--- src/rtl/mem_port_arbiter.sv ---
// mem_port_arbiter: shares one single-ported memory between fetch and data ports, one access outstanding.
// Data wins ties; a saturating counter forces fetch after STARVE_MAX data grants while fetch waits.
module mem_port_arbiter #(
    parameter int WIDTH      = 32,
    parameter int ADDR_WIDTH = 32,
    parameter int STARVE_MAX = 4
) (
    input  logic                  clk,
    input  logic                  rst,
    input  logic                  if_req,
    input  logic [ADDR_WIDTH-1:0] if_addr,
    output logic                  if_gnt,
    output logic                  if_rvalid,
    output logic [WIDTH-1:0]      if_rdata,
    output logic                  if_stall,
    input  logic                  dm_req,
    input  logic                  dm_we,
    input  logic [ADDR_WIDTH-1:0] dm_addr,
    input  logic [WIDTH-1:0]      dm_wdata,
    output logic                  dm_gnt,
    output logic                  dm_rvalid,
    output logic [WIDTH-1:0]      dm_rdata,
    output logic                  dm_stall,
    output logic                  mem_req,
    output logic                  mem_we,
    output logic [ADDR_WIDTH-1:0] mem_addr,
    output logic [WIDTH-1:0]      mem_wdata,
    input  logic                  mem_ready,
    input  logic                  mem_rvalid,
    input  logic [WIDTH-1:0]      mem_rdata
);
    localparam int CW = $clog2(STARVE_MAX + 1);
    typedef enum logic [1:0] {IDLE, RD_IF, RD_DM} state_t;
    state_t        state_q, state_d;
    logic [CW-1:0] starve_q, starve_d;
    logic          idle, pick_dm, pick_if, rd_if, rd_dm;
    // Everything is gated by rst so outputs are quiet during the asynchronous reset pulse.
    always_comb begin
        idle      = ~rst & (state_q == IDLE);
        rd_if     = ~rst & (state_q == RD_IF);
        rd_dm     = ~rst & (state_q == RD_DM);
        pick_dm   = idle & dm_req & (~if_req | (starve_q < CW'(STARVE_MAX)));
        pick_if   = idle & if_req & ~pick_dm;
        mem_req   = pick_dm | pick_if;
        mem_we    = pick_dm & dm_we;
        mem_addr  = pick_dm ? dm_addr : pick_if ? if_addr : '0;
        mem_wdata = mem_we ? dm_wdata : '0;
        dm_gnt    = pick_dm & mem_ready;
        if_gnt    = pick_if & mem_ready;
        if_rvalid = rd_if & mem_rvalid;
        dm_rvalid = rd_dm & mem_rvalid;
        if_rdata  = if_rvalid ? mem_rdata : '0;
        dm_rdata  = dm_rvalid ? mem_rdata : '0;
        if_stall  = ~rst & ((if_req & ~if_gnt) | (rd_if & ~mem_rvalid));
        dm_stall  = ~rst & ((dm_req & ~dm_gnt) | (rd_dm & ~mem_rvalid));
        state_d   = if_gnt ? RD_IF : (dm_gnt & ~dm_we) ? RD_DM : ((rd_if | rd_dm) & mem_rvalid) ? IDLE : state_q;
        starve_d  = (if_gnt | (idle & ~if_req)) ? '0 :
                    (dm_gnt & (starve_q < CW'(STARVE_MAX))) ? starve_q + CW'(1) : starve_q;
    end
    always_ff @(posedge clk or posedge rst) begin
        if (rst) begin
            state_q  <= IDLE;
            starve_q <= '0;
        end else begin
            state_q  <= state_d;
            starve_q <= starve_d;
        end
    end
endmodule

--- config.mk ---
export PLATFORM = sky130hd
export DESIGN_NAME = mem_port_arbiter
export DESIGN_NICKNAME = d
export VERILOG_FILES = /design/src/rtl/mem_port_arbiter.sv
export SDC_FILE = /design/constraint.sdc
export NUM_CORES = 1
export LEC_CHECK = 0
export BUFFER_PORTS_ARGS = -buffer_cell sky130_fd_sc_hd__buf_4
export CORE_AREA = 2 2 106 108
export CTS_CLUSTER_SIZE = 30
export DETAILED_ROUTE_END_ITERATION = 12
export DIE_AREA = 0 0 108 110
export PLACE_DENSITY_LB_ADDON = 0.12
export SETUP_SLACK_MARGIN = 0.05
export SLEW_MARGIN = 20
export SYNTH_ARGS = -nofsm -noshare
export SYNTH_HDL_FRONTEND = slang
export SYNTH_SLANG_ARGS = --single-unit
--- constraint.sdc ---
create_clock -name clk -period 3.6 [get_ports clk]
set_clock_uncertainty 0.15 [all_clocks]
set_input_delay 0.54 -clock clk [delete_from_list [all_inputs] [get_ports clk]]
set_output_delay 0.54 -clock clk [all_outputs]
set_load 0.005 [all_outputs]
==> results, run 1 <==
- The flow ran to the end, and the final reports show no timing, DRC or antenna violations.
- The source-to-sink clock delay at the later pin of the worst-skew pair is roughly 0.22 ns.
- The DRC violations left is 0.
- CTS placed an instance of clkbuf_8 at the clock tree root.
- Setup repair after global routing left no endpoint under its margin.
- Measured in cells, the most critical reg-to-reg path has a length of 3.
- The area taken by multi-input logic gates is 1126 um2.
- The tightest hold path in the finished design has a slack of 0.1287 ns.
- CTS built an H-tree with a depth of 1.
- The total I/O pin count is 271.
- The largest family of logic cells by synthesized area is simple AND/OR/NAND/NOR gates.
- The quantity of gates resized following cts is 0.
- The layout cell share with drive strength beyond 1 is 0.6317.
- Counting the fill cells in the layout gives 1,146.
- TritonCTS built the clock tree.
- At the end of routability-driven placement, the weighted congestion stood at 0.7488.
- Yosys mapped the design onto 27 distinct sky130hd cell types.
- Summed over all layers, the routed wires come to 8291 um.
- Clock-pin slew was measured on the worst setup and hold paths at around 0.03 ns.
- Buffers inserted during clock tree synthesis total 3.
- The floorplan has 38 rows.
- The number of warnings reported in the yosys synthesis log is 0.
- The post-synthesis adder-cell area fraction is 0.009158.
- The clock sink count is 5.
- The class of the tightest hold or removal check is input port to asynchronous set/reset pin.
- The power per standard cell area is 231.0 nW/um2.
- The initial antenna violation count is 0.
- The leakage power summed over all cells is around 2.1 nW.
- The first routing iteration left 64 violations.
- Across every metal layer, demand over resource in global routing totals 0.1159.
- The horizontal die dimension is 108 um.
- The share of synthesized cell area in and, or, nand and nor gates is 0.5366.
- The minimum period implied by the final worst setup slack is 2.881 ns.
- Dividing the synthesized area by the synthesized cell count gives 7.191 um2.
- The via count of the first global-routing pass was 2,235.
- The final number of hold-violating endpoints was 0.
- Before antenna repair, the detailed router went through 4 iterations.
- The antenna cell count is 0.
- For this run, asynchronously set or reset flops after synthesis account for 1.000.
- The worst-case IR drop observed on VDD is 113.6 uV.
- The data required time of the worst path is a little under 3 ns.
- The region available for standard cell placement spans 10,700 um2.
- The startpoint type of the worst setup path is a register.
- The final number of max-transition violations is 0.
- The die outline height is 110 um.
- From synthesis to final layout, the design area changed by 160.3%.
- The synthesized netlist cell count is 190.
- Max-cap violations in this run came to 0.
- The synthesized-area fraction occupied by ao, oa, aoi and oai cells is 0.2711.
- The highest clock frequency the design can meet is 347.1 MHz.
- Of the total synthesized cell area, the portion taken by XOR and XNOR cells is 0.
- The critical setup path kind is register to output port.
- The register area is 125.1 um2.
- Dividing the detail-routed via count by the number of cells gives between 4 and 5.
- The HPWL after detailed placement is 6991 um.
- In this run the tightest slew margin relative to its limit is 0.5936.
- For this run, the share of the core covered by cells in the final layout is 0.3324.
- Entering global routing, the biggest net connects 39 pins.
- The die area is 11,880 um2.
- Setup total negative slack on the finished layout was measured at 0 ns.
- After detailed routing, the average wire length per cell comes to 14.10 um.
- The via total after detailed routing is 2,432.
- The global route total overflow is 0.
- The number of post-CTS setup repair buffers is 0.
- For this run, the post-layout net count is 585.
- The synthesized cell area is 1366 um2.
- The top flip-flop cell by instance count after synthesis is dfrtp_1.
- The first global-routing pass estimated 10,940 um of wire.
- Of all nets on the critical path, the largest fanout is 38.
- The part of the Yosys area used for sequential elements is 0.09158.
- The number of nets produced by synthesis is 326.
- Hold repair after CTS inserted 0 buffers.
- No sink is reached through more buffers than the 2 on the longest clock path.
- The pin slew with the least headroom to its limit is 0.6097 ns.
- The kind of end point of the critical path is an output port.
- Synthesis inferred 5 register bits.
- The critical path arrival is 2.19 ns.
- The total of endpoints with negative setup slack in the final report is 0.
- The share of the clock period used by the worst path after layout is 0.8002.
- After synthesis, the share of cell area in mux cells is 0.
- The initial standard-cell utilization of the core is 0.1277.
- Input and output buffers added on the ports amount to 270.
- The synthesized design contains 0 enable-type register cells.
- The post-detailed-route count of antenna-violating nets is 0.
-- critical path: stages (launching register included) --
cell and delay [ns]:
dfrtp_1 0.46, nor3_2 0.28, and3_2 0.62, buf_12 0.26, a22o_1 0.20, buf_4 0.12
-- metrics by stage --
stage	power, mW	cell area, um2	std cells	setup slack, ns
final	0.8215	3556	588	0.7193
after global routing	0.8934	3556	588	0.5840
after CTS	0.8368	3556	588	0.7128
after detailed placement	0.7313	3511	584	0.8213
after global placement	0.7315	3511	584	0.8584
after floorplan	0.3587	1366	190	1.448
-- layer usage --
layer	wire length, um	vias up	global-route usage
met5	0	-	0
met4	35	0	0.01648
met3	1101	2	0.04350
met2	4585	162	0.2439
met1	2568	1074	0.1063
li1	-	1194	-
-- cell families (layout without fill, tap and decap cells) --
kind of cell | after synthesis | after routing
flops | 5 | 5
buf+inv | 25 | 283
compound gates | 45 | 45
fa+ha+maj | 1 | 1
simple gates | 114 | 114
-- final timing paths --
kind                            slack (ns)           end        start
worst max register to register        1.77    state_q[1]   state_q[1]
worst max-delay path                  0.72  mem_addr[11]   state_q[1]
min in group clk                      0.34   starve_q[0]  starve_q[0]
max in group asynchronous             2.99    state_q[1]          rst
worst min register to register        0.34   starve_q[0]  starve_q[0]
worst min-delay path                  0.13   starve_q[0]          rst
-- flip-flops by register name, indices dropped and copies added, names as in the netlist --
register / count
starve_q: 3
state_q: 2
-- cell usage after synthesis (2+ instances only) --
cell type | n | share of area
buf_6 | 3 | 0.025
a21oi_1 | 2 | 0.0073
clkbuf_1 | 11 | 0.030
a32o_1 | 3 | 0.022
nor2b_1 | 2 | 0.0092
buf_2 | 4 | 0.015
and2_1 | 66 | 0.30
dfrtp_1 | 5 | 0.092
a22o_1 | 32 | 0.21
inv_1 | 6 | 0.016
nand2_1 | 3 | 0.0082
and3_1 | 33 | 0.15
nor2_1 | 3 | 0.0082
o21ai_0 | 4 | 0.015
-- power by group --
group / switching [mW] / leakage (nW) / internal (mW)
Clock: 0.0246 / 0.0228 / 0.0758
Combinational: 0.245 / 1.99 / 0.375
Sequential: 0.0268 / 0.0662 / 0.0744
Total: 0.296 / 2.08 / 0.525
-- placed cells by master (no fill, tap or decap), drive strengths merged --
| cell | netlist | routed |
|---|---|---|
| nor2b | 2 | 2 |
| o21ai | 4 | 4 |
| and4bb | 1 | 1 |
| a32o | 3 | 3 |
| dfrtp | 5 | 5 |
| nor2 | 3 | 3 |
| o41ai | 1 | 1 |
| a21oi | 2 | 2 |
| nor4b | 1 | 1 |
| ha | 1 | 1 |
| a31oi | 1 | 1 |
| a31o | 1 | 1 |
| clkbuf | 11 | 4 |
| and2 | 66 | 66 |
| buf | 8 | 273 |
| nand2 | 3 | 3 |
| and3 | 33 | 33 |
| nand2b | 1 | 1 |
| or3 | 1 | 1 |
| nor3b | 1 | 1 |
| o22ai | 1 | 1 |
| inv | 6 | 6 |
| nor3 | 2 | 2 |
| a22o | 32 | 32 |
-- cell type report --
class                   count  share of cell area
inverters                   6            0.006334
well taps                 140             0.04926
clock buffers               4             0.01267
flip-flops and latches      5             0.03519
multi-input cells         160              0.3167
repair buffers            273              0.5799
Note: power is estimated with default switching activity, not from simulation.
==> run 2, diff against run 1 <==
--- a/config.mk
+++ b/config.mk
@@ -6,10 +6,10 @@
 export NUM_CORES = 1
 export LEC_CHECK = 0
 export BUFFER_PORTS_ARGS = -buffer_cell sky130_fd_sc_hd__buf_4
-export CORE_AREA = 2 2 106 108
+export CORE_AREA = 2 2 104 106
 export CTS_CLUSTER_SIZE = 30
 export DETAILED_ROUTE_END_ITERATION = 12
-export DIE_AREA = 0 0 108 110
+export DIE_AREA = 0 0 106 108
 export PLACE_DENSITY_LB_ADDON = 0.12
 export SETUP_SLACK_MARGIN = 0.05
 export SLEW_MARGIN = 20
==> constraint.sdc (replaced) <==
create_clock -name clk -period 2.5 [get_ports clk]
set_clock_uncertainty 0.15 [all_clocks]
set_input_delay 0.375 -clock clk [delete_from_list [all_inputs] [get_ports clk]]
set_output_delay 0.375 -clock clk [all_outputs]
set_load 0.005 [all_outputs]
==> run 2 against run 1 <==
Global-route usage grew 3.0 points. Clock power grew 45%. Sequential power grew 40%. First-iteration DRC count grew to 2.8 times the previous value. Sequential share of layout area shrank 0.11 points. Register-to-register slack lost 0.86 ns. Wire length grew 17%. Cell count grew 0.68%. Total power grew 58%. Die area shrank 3.6%. Non-clock buffer count grew 8. Hold slack gained 0.21 ns. Largest power group unchanged. Highest routed layer unchanged.
==> results, run 2 (synthesis results as in run 1) <==
- The iteration-0 DRC count of the detailed router is 181 (+180%).
- The initial antenna violation count was 0 (unchanged).
- The source-to-sink clock delay at the later pin of the worst-skew pair is 0.22 ns (about the same).
- The fraction of the core area covered by cells at the end of the flow is 0.3625 (+0.03008).
- The HPWL after detailed placement is 7972 um (+14%).
- The number of buffers added by the clock tree synthesis step is 3 (unchanged).
- The clock tree from TritonCTS is yes.
- The total of endpoints with negative setup slack in the final report was 0 (unchanged).
- The clock transition at the register clock pins on the worst setup and hold paths after CTS came to 0.03 ns (about the same).
- The global-route usage over all layers came to 0.1457 (+0.02976).
- Static timing analysis puts the maximum clock frequency at around 420 MHz.
- The most common cell after layout, fill and taps aside is buf_4.
- The startpoint identified for the worst register-to-register timing path is state_q[1].
- The cell type of the slowest stage on the worst timing path is dfrtp_2.
- The die area is 11,450 um2 (-3.6%).
- The top register by number of flip-flops is starve_q.
- The critical path launch point is state_q[1].
- Relative to the synthesized area, the layout overhead comes to 171.4%.
- The kind of end point of the critical path is an output port.
- The largest registers in the layout are starve_q x3, state_q x2.
- The logic depth of the worst register-to-register path is 4 (+1).
- The worst min-delay path startpoint is mem_ready.
- The worst setup path is launched from a register.
- The iteration count of the initial detailed-routing pass is 4 (unchanged).
- The post-layout net count is 593 (+1.4%).
- The number of filler cells placed in the layout came to 1,120 (-2.3%).
- The number of max-cap violations came to 0 (unchanged).
- The number of core rows came to 37 (-2.6%).
- In the layout the commonest cells are buf_4 (274), and2_1 (66), and3_1 (32), a22o_1 (30), inv_1 (6).
- The power per standard cell area is 349.4 nW/um2 (+51%).
- The relative slew slack is 0.7732 (+0.1796).
- The ratio of routed vias to standard cells came to 4.255 (+2.9%).
- The die outline height is 108 um (-1.8%).
- The number of flip-flops under the largest register name is 3 (unchanged).
- The data required time of the worst path is 1.98 ns (-0.93 ns).
- The via total after detailed routing came to 2,519 (+3.6%).
- The worst setup path is of the register to output port kind.
- The total wire length after detailed routing is 9722 um (+17%).
- The DRC violations left came to 0 (unchanged).
- The final number of max-transition violations was 0 (unchanged).
- Setup repair after global routing left no endpoint under its margin.
- The stage delay of the slowest cell on the critical path is 0.43 ns (-0.19 ns).
- The antenna cell count is 0 (unchanged).
- The peak ir drop on the vdd network is 155.4 uV (+37%).
- The total core area is 10,230 um2 (-4.4%).
- The routability congestion estimate from global placement is 0.7812 (+4.3%).
- The total I/O pin count is 271 (unchanged).
- The run finished with clean final reports.
- The per-cell routed wire length is 16.42 um (+16%).
- In this run the worst hold path is classified as input port to register.
- The maximum buffer depth of the clock tree was 2 (unchanged).
- The share of the clock period used by the worst path after layout is 0.9583.
- Traced cell by cell, the critical path runs through or3_4 -> nor3_4 -> buf_12 -> buf_12 -> a22o_1 -> buf_4.
- The leakage power summed over all cells is 2.153 nW (+3.4%).
- The horizontal die dimension is 106 um (-1.9%).
- The pin slew with the least headroom to its limit is 0.3395 ns (-0.2702 ns).
- The maximum number of pins on one net before global-route repair came to 35 (-10%).
- The global route total overflow was 0 (unchanged).
- The worst hold path was traced through 2 stages.
- The final instance area is 3709 um2 (+4.3%).
- The first-pass GRT wire length came to 13,130 um (+20%).
- The root buffer cell is clkbuf_8.
- The post-detailed-route count of antenna-violating nets is 0 (unchanged).
- The initial standard-cell utilization of the core is 0.1335 (+0.005826).
- The count of input and output buffers was 270 (unchanged).
- The largest fanout of any net on the critical path was 8 (-79%).
- The via count of the first global-routing pass is 2,394 (+7.1%).
- The final number of hold-violating endpoints is 0 (unchanged).
- The final setup TNS is 0 ns (unchanged).
- The smallest clock period supported by the final layout is computed as 2.396 ns.
- The clock sink count is 5 (unchanged).
- The number of H-tree branching levels is 1 (unchanged).
- The layout cell share with drive strength beyond 1 is 0.6425 (+0.01085).
- The critical path arrival came to 1.87 ns (-0.32 ns).
- The most numerous cell on the critical path is buf_12.
- The standard cell area after detailed placement was 3553 um2 (+1.2%).
-- run 2: metrics by stage --
step | cells | worst slack, ns | total power [mW] | hold WS [ns]
6_report | 592 | 0.1043 | 1.296 | 0.3417
5_1_grt | 592 | 0.05941 | 1.394 | 0.3414
4_1_cts | 588 | 0.05986 | 1.277 | 0.3435
3_5_place_dp | 583 | 0.2504 | 1.112 | 0.1916
3_3_place_gp | 583 | 0.2891 | 1.112 | 0.1961
2_1_floorplan | 190 | 0.5554 | 0.5165 | 0.009325
-- run 2: power breakdown --
part           leakage (nW)  internal (mW)  total, mW  switching, mW
logic                  2.07          0.605       1.01          0.405
clock network        0.0228          0.109      0.145         0.0355
registers            0.0650          0.109      0.141         0.0320
total                  2.15          0.823       1.30          0.473
-- run 2: worst max-delay path: cells and delay by family (launching register included) --
kind | cells | cell delay [ns]
and+or+nand+nor | 2 | 0.66
AOI/OAI and AO/OA | 1 | 0.18
buffers and inverters | 3 | 0.39
DFF | 1 | 0.43
-- run 2: cell type report --
cell class	count	area (um2)	share of cell area
clock buffers	4	45.04	0.01215
well taps	136	170.2	0.04588
flip-flops and latches	5	126.4	0.03408
multi-input cells	160	1147	0.3094
inverters	6	22.52	0.006073
repair buffers	281	2197	0.5924
-- run 2: layer usage --
layer | routed length (um) | vias up | GRT usage
met2 | 5416 | 163 | 0.2954
met4 | 29 | 0 | 0.01692
met5 | 0 | - | 0
li1 | - | 1211 | -
met1 | 3357 | 1143 | 0.1505
met3 | 918 | 2 | 0.04400
-- run 2: final timing paths --
check / end / slack (ns)
max: mem_addr[19] / 0.10
min: state_q[1] / 0.34
max reg2reg: state_q[1] / 0.91
min reg2reg: starve_q[0] / 0.34
max in group asynchronous: state_q[1] / 1.49
min in group asynchronous: starve_q[0] / 0.51
-- run 2: what timing repair did --
item	CTS	global route
resized for setup	3	1
endpoints found under the setup margin	2	10
hold buffers	1	0
setup buffers	0	2
gates cloned	0	2
pin swaps	0	1
hold endpoints to repair	5	0
==> run 3, diff against run 2 <==
==> constraint.sdc (replaced) <==
create_clock -name clk -period 2.5 [get_ports clk]
set_clock_uncertainty 0.15 [all_clocks]
set_input_delay 0.375 -clock clk [delete_from_list [all_inputs] [get_ports clk]]
set_output_delay 0.375 -clock clk [all_outputs]
set_load 0.02 [all_outputs]
==> run 3 against run 2 <==
Via count down 0.87%. Largest power group unchanged. Sequential power about the same. Die area unchanged. Cell area up 0.51%.
==> results, run 3 (synthesis results as in run 1) <==
- The post-detailed-route count of antenna-violating nets is 0 (unchanged).
- The total of endpoints with negative setup slack in the final report came to 0 (unchanged).
- The initial standard-cell utilization of the core is 0.1335 (unchanged).
- The total I/O pin count is 271 (unchanged).
- The number of core rows came to 37 (unchanged).
- The total core area is 10,230 um2 (unchanged).
- The met3 layer usage reported by global route is 0.04280 (-0.001206).
- The library cell used most frequently in the layout, excluding fill and tap cells, is buf_4.
- The final number of max-transition violations is 0 (unchanged).
- The via total after detailed routing came to 2,497 (-0.87%).
- TritonCTS built the clock tree.
- The via count of the first global-routing pass is 2,471 (+3.2%).
- The final number of hold-violating endpoints was 0 (unchanged).
- The iteration count of the initial detailed-routing pass is 4 (unchanged).
- The number of flip-flops under the largest register name was 3 (unchanged).
- The largest fanout of any net on the critical path came to 8 (unchanged).
- The maximum buffer depth of the clock tree came to 2 (unchanged).
- The die area is 11,450 um2 (unchanged).
- The endpoint identified for the worst register-to-register timing path is state_q[1].
- Relative to the synthesized area, the layout overhead comes to 172.8%.
- The number of H-tree branching levels was 1 (unchanged).
- The top register by number of flip-flops is starve_q.
- The HPWL after detailed placement was 7746 um (-2.8%).
- The horizontal die dimension is 106 um (unchanged).
- The initial antenna violation count was 0 (unchanged).
- In the final layout, the registers with the most flip-flops are starve_q x3, state_q x2.
- The global-route usage over all layers was 0.1450 (-0.0007086).
- The highest clock frequency the design can meet is 414.3 MHz (-0.74%).
- The antenna cell count is 0 (unchanged).
- The critical setup path kind is register to output port.
- The tightest min-delay check is of the register to register type.
- The pin slew with the least headroom to its limit came to 0.3456 ns (+0.006082 ns).
- The total wire length after detailed routing is 9670 um (-0.53%).
- The root buffer cell chosen for the clock tree is clkbuf_8.
- The beginning of the worst register-to-register path is state_q[0].
- STA classifies the critical path startpoint as a register.
- The logic depth of the worst register-to-register path came to 5 (+1).
- The flop-to-flop setup slack is 0.84 ns (-0.07 ns).
- The kind of end point of the critical path is an output port.
- The met1 track utilization from global routing was 0.1547 (+0.004128).
- The routability congestion estimate from global placement is 0.7527 (-3.6%).
- The fraction of the core area covered by cells at the end of the flow is 0.3643 (+0.001835).
- The ratio of routed vias to standard cells was 4.211 (-1.0%).
- In the layout the commonest cells are buf_4 (276), and2_1 (66), and3_1 (32), a22o_1 (27), inv_1 (6).
- The power per standard cell area is 418.3 nW/um2 (+20%).
- The leakage power summed over all cells is 2.172 nW (+0.88%).
- The critical path launch point is state_q[0].
- The number of buffers added by the clock tree synthesis step is 3 (unchanged).
- The layer carrying the most global-route usage is met2.
- The met2 usage is 0.2899 (-0.005530).
- The iteration-0 DRC count of the detailed router is 203 (+12%).
- The data required time of the worst path came to 1.98 ns (about the same).
- The layout cell share with drive strength beyond 1 is 0.6521 (+0.009535).
- The relative slew slack was 0.7691 (-0.004064).
- The peak ir drop on the vdd network came to 206.1 uV (+33%).
- The DRC violations left is 0 (unchanged).
- The number of max-cap violations came to 0 (unchanged).
- The number of filler cells placed in the layout was 1,069 (-4.6%).
- The flow ran to the end, and the final reports show no timing, DRC or antenna violations.
- Setup repair after global routing left no endpoint under its margin.
- The first-pass GRT wire length is 13,250 um (+0.94%).
- The clock transition at the register clock pins on the worst setup and hold paths after CTS is 0.04 ns (about the same).
- The die outline height was 108 um (unchanged).
- The end of the critical path is mem_addr[15].
- The maximum number of pins on one net before global-route repair is 68 (+94%).
- The minimum period implied by the final worst setup slack is 2.414 ns (+0.01783 ns).
- The count of input and output buffers was 270 (unchanged).
- The per-cell routed wire length came to 16.31 um (-0.70%).
- The share of the clock period used by the worst path after layout is 0.9654 (+0.007131).
- The critical path arrival is 1.89 ns (+0.02 ns).
- The final setup TNS is 0 ns (unchanged).
- The post-layout net count is 594 (+0.17%).
- The source-to-sink clock delay at the later pin of the worst-skew pair is 0.22 ns (about the same).
- The global route total overflow was 0 (unchanged).
- The clock sink count came to 5 (unchanged).
## run 3: cell types whose count changed in the layout (fill, tap and decap cells not counted), sizes merged
cell  previous run  this run
buf            278       279
## run 3: critical path, stage by stage (launching register included)
cell,delay (ns)
dfrtp_2,0.43
or3_4,0.41
nor3_4,0.23
buf_12,0.14
buf_12,0.12
a22o_1,0.17
buf_4,0.16
## run 3: routing by layer
layer | up-vias | wire length [um]
met5 | - | 0
met4 | 0 | 19
met3 | 2 | 952
met2 | 162 | 5358
met1 | 1120 | 3339
li1 | 1213 | -
## run 3: cell type report
class,instances,area [um2],share of cell area
flip-flops and latches,5,127.6,0.03424
inverters,6,22.52,0.006042
multi-input cells,160,1170,0.3139
clock buffers,4,45.04,0.01208
well taps,136,170.2,0.04565
repair buffers,282,2192,0.5881
## run 3: where the power goes
group / total, mW / internal, mW / switching [mW]
Combinational: 1.27 / 0.631 / 0.639
Clock: 0.148 / 0.109 / 0.0386
Sequential: 0.141 / 0.111 / 0.0308
Total: 1.56 / 0.851 / 0.708
## run 3: worst min-delay path by stage
stage | from | end | slack, ns | cells past startpoint
2_1_floorplan | rst | starve_q[0] | 0.009 | 1
3_3_place_gp | rst | state_q[1] | 0.20 | 2
3_5_place_dp | rst | state_q[1] | 0.20 | 2
4_1_cts | mem_ready | state_q[1] | 0.33 | 2
5_1_grt | mem_ready | state_q[1] | 0.36 | 2
6_report | starve_q[0] | starve_q[0] | 0.34 | 1
## run 3: what timing repair did
action / CTS / global route
endpoints found under the hold margin: 5 / 0
resized for setup: 2 / 5
buffers inserted: 0 / 4
hold buffers: 1 / 0
setup endpoints to repair: 6 / 31
gates cloned: 0 / 2
pin swaps: 0 / 3
## run 3: per-stage QoR
step | total power, mW | setup slack, ns | hold WS [ns] | area, um2 | instances
detailed placement | 1.329 | 0.2437 | 0.2010 | 3533 | 582
floorplan | 0.7476 | 0.4544 | 0.009325 | 1366 | 190
global placement | 1.330 | 0.2604 | 0.1968 | 3533 | 582
global route | 1.655 | 0.04083 | 0.3641 | 3727 | 593
CTS | 1.493 | 0.03492 | 0.3328 | 3606 | 587
finish | 1.559 | 0.08645 | 0.3359 | 3727 | 593
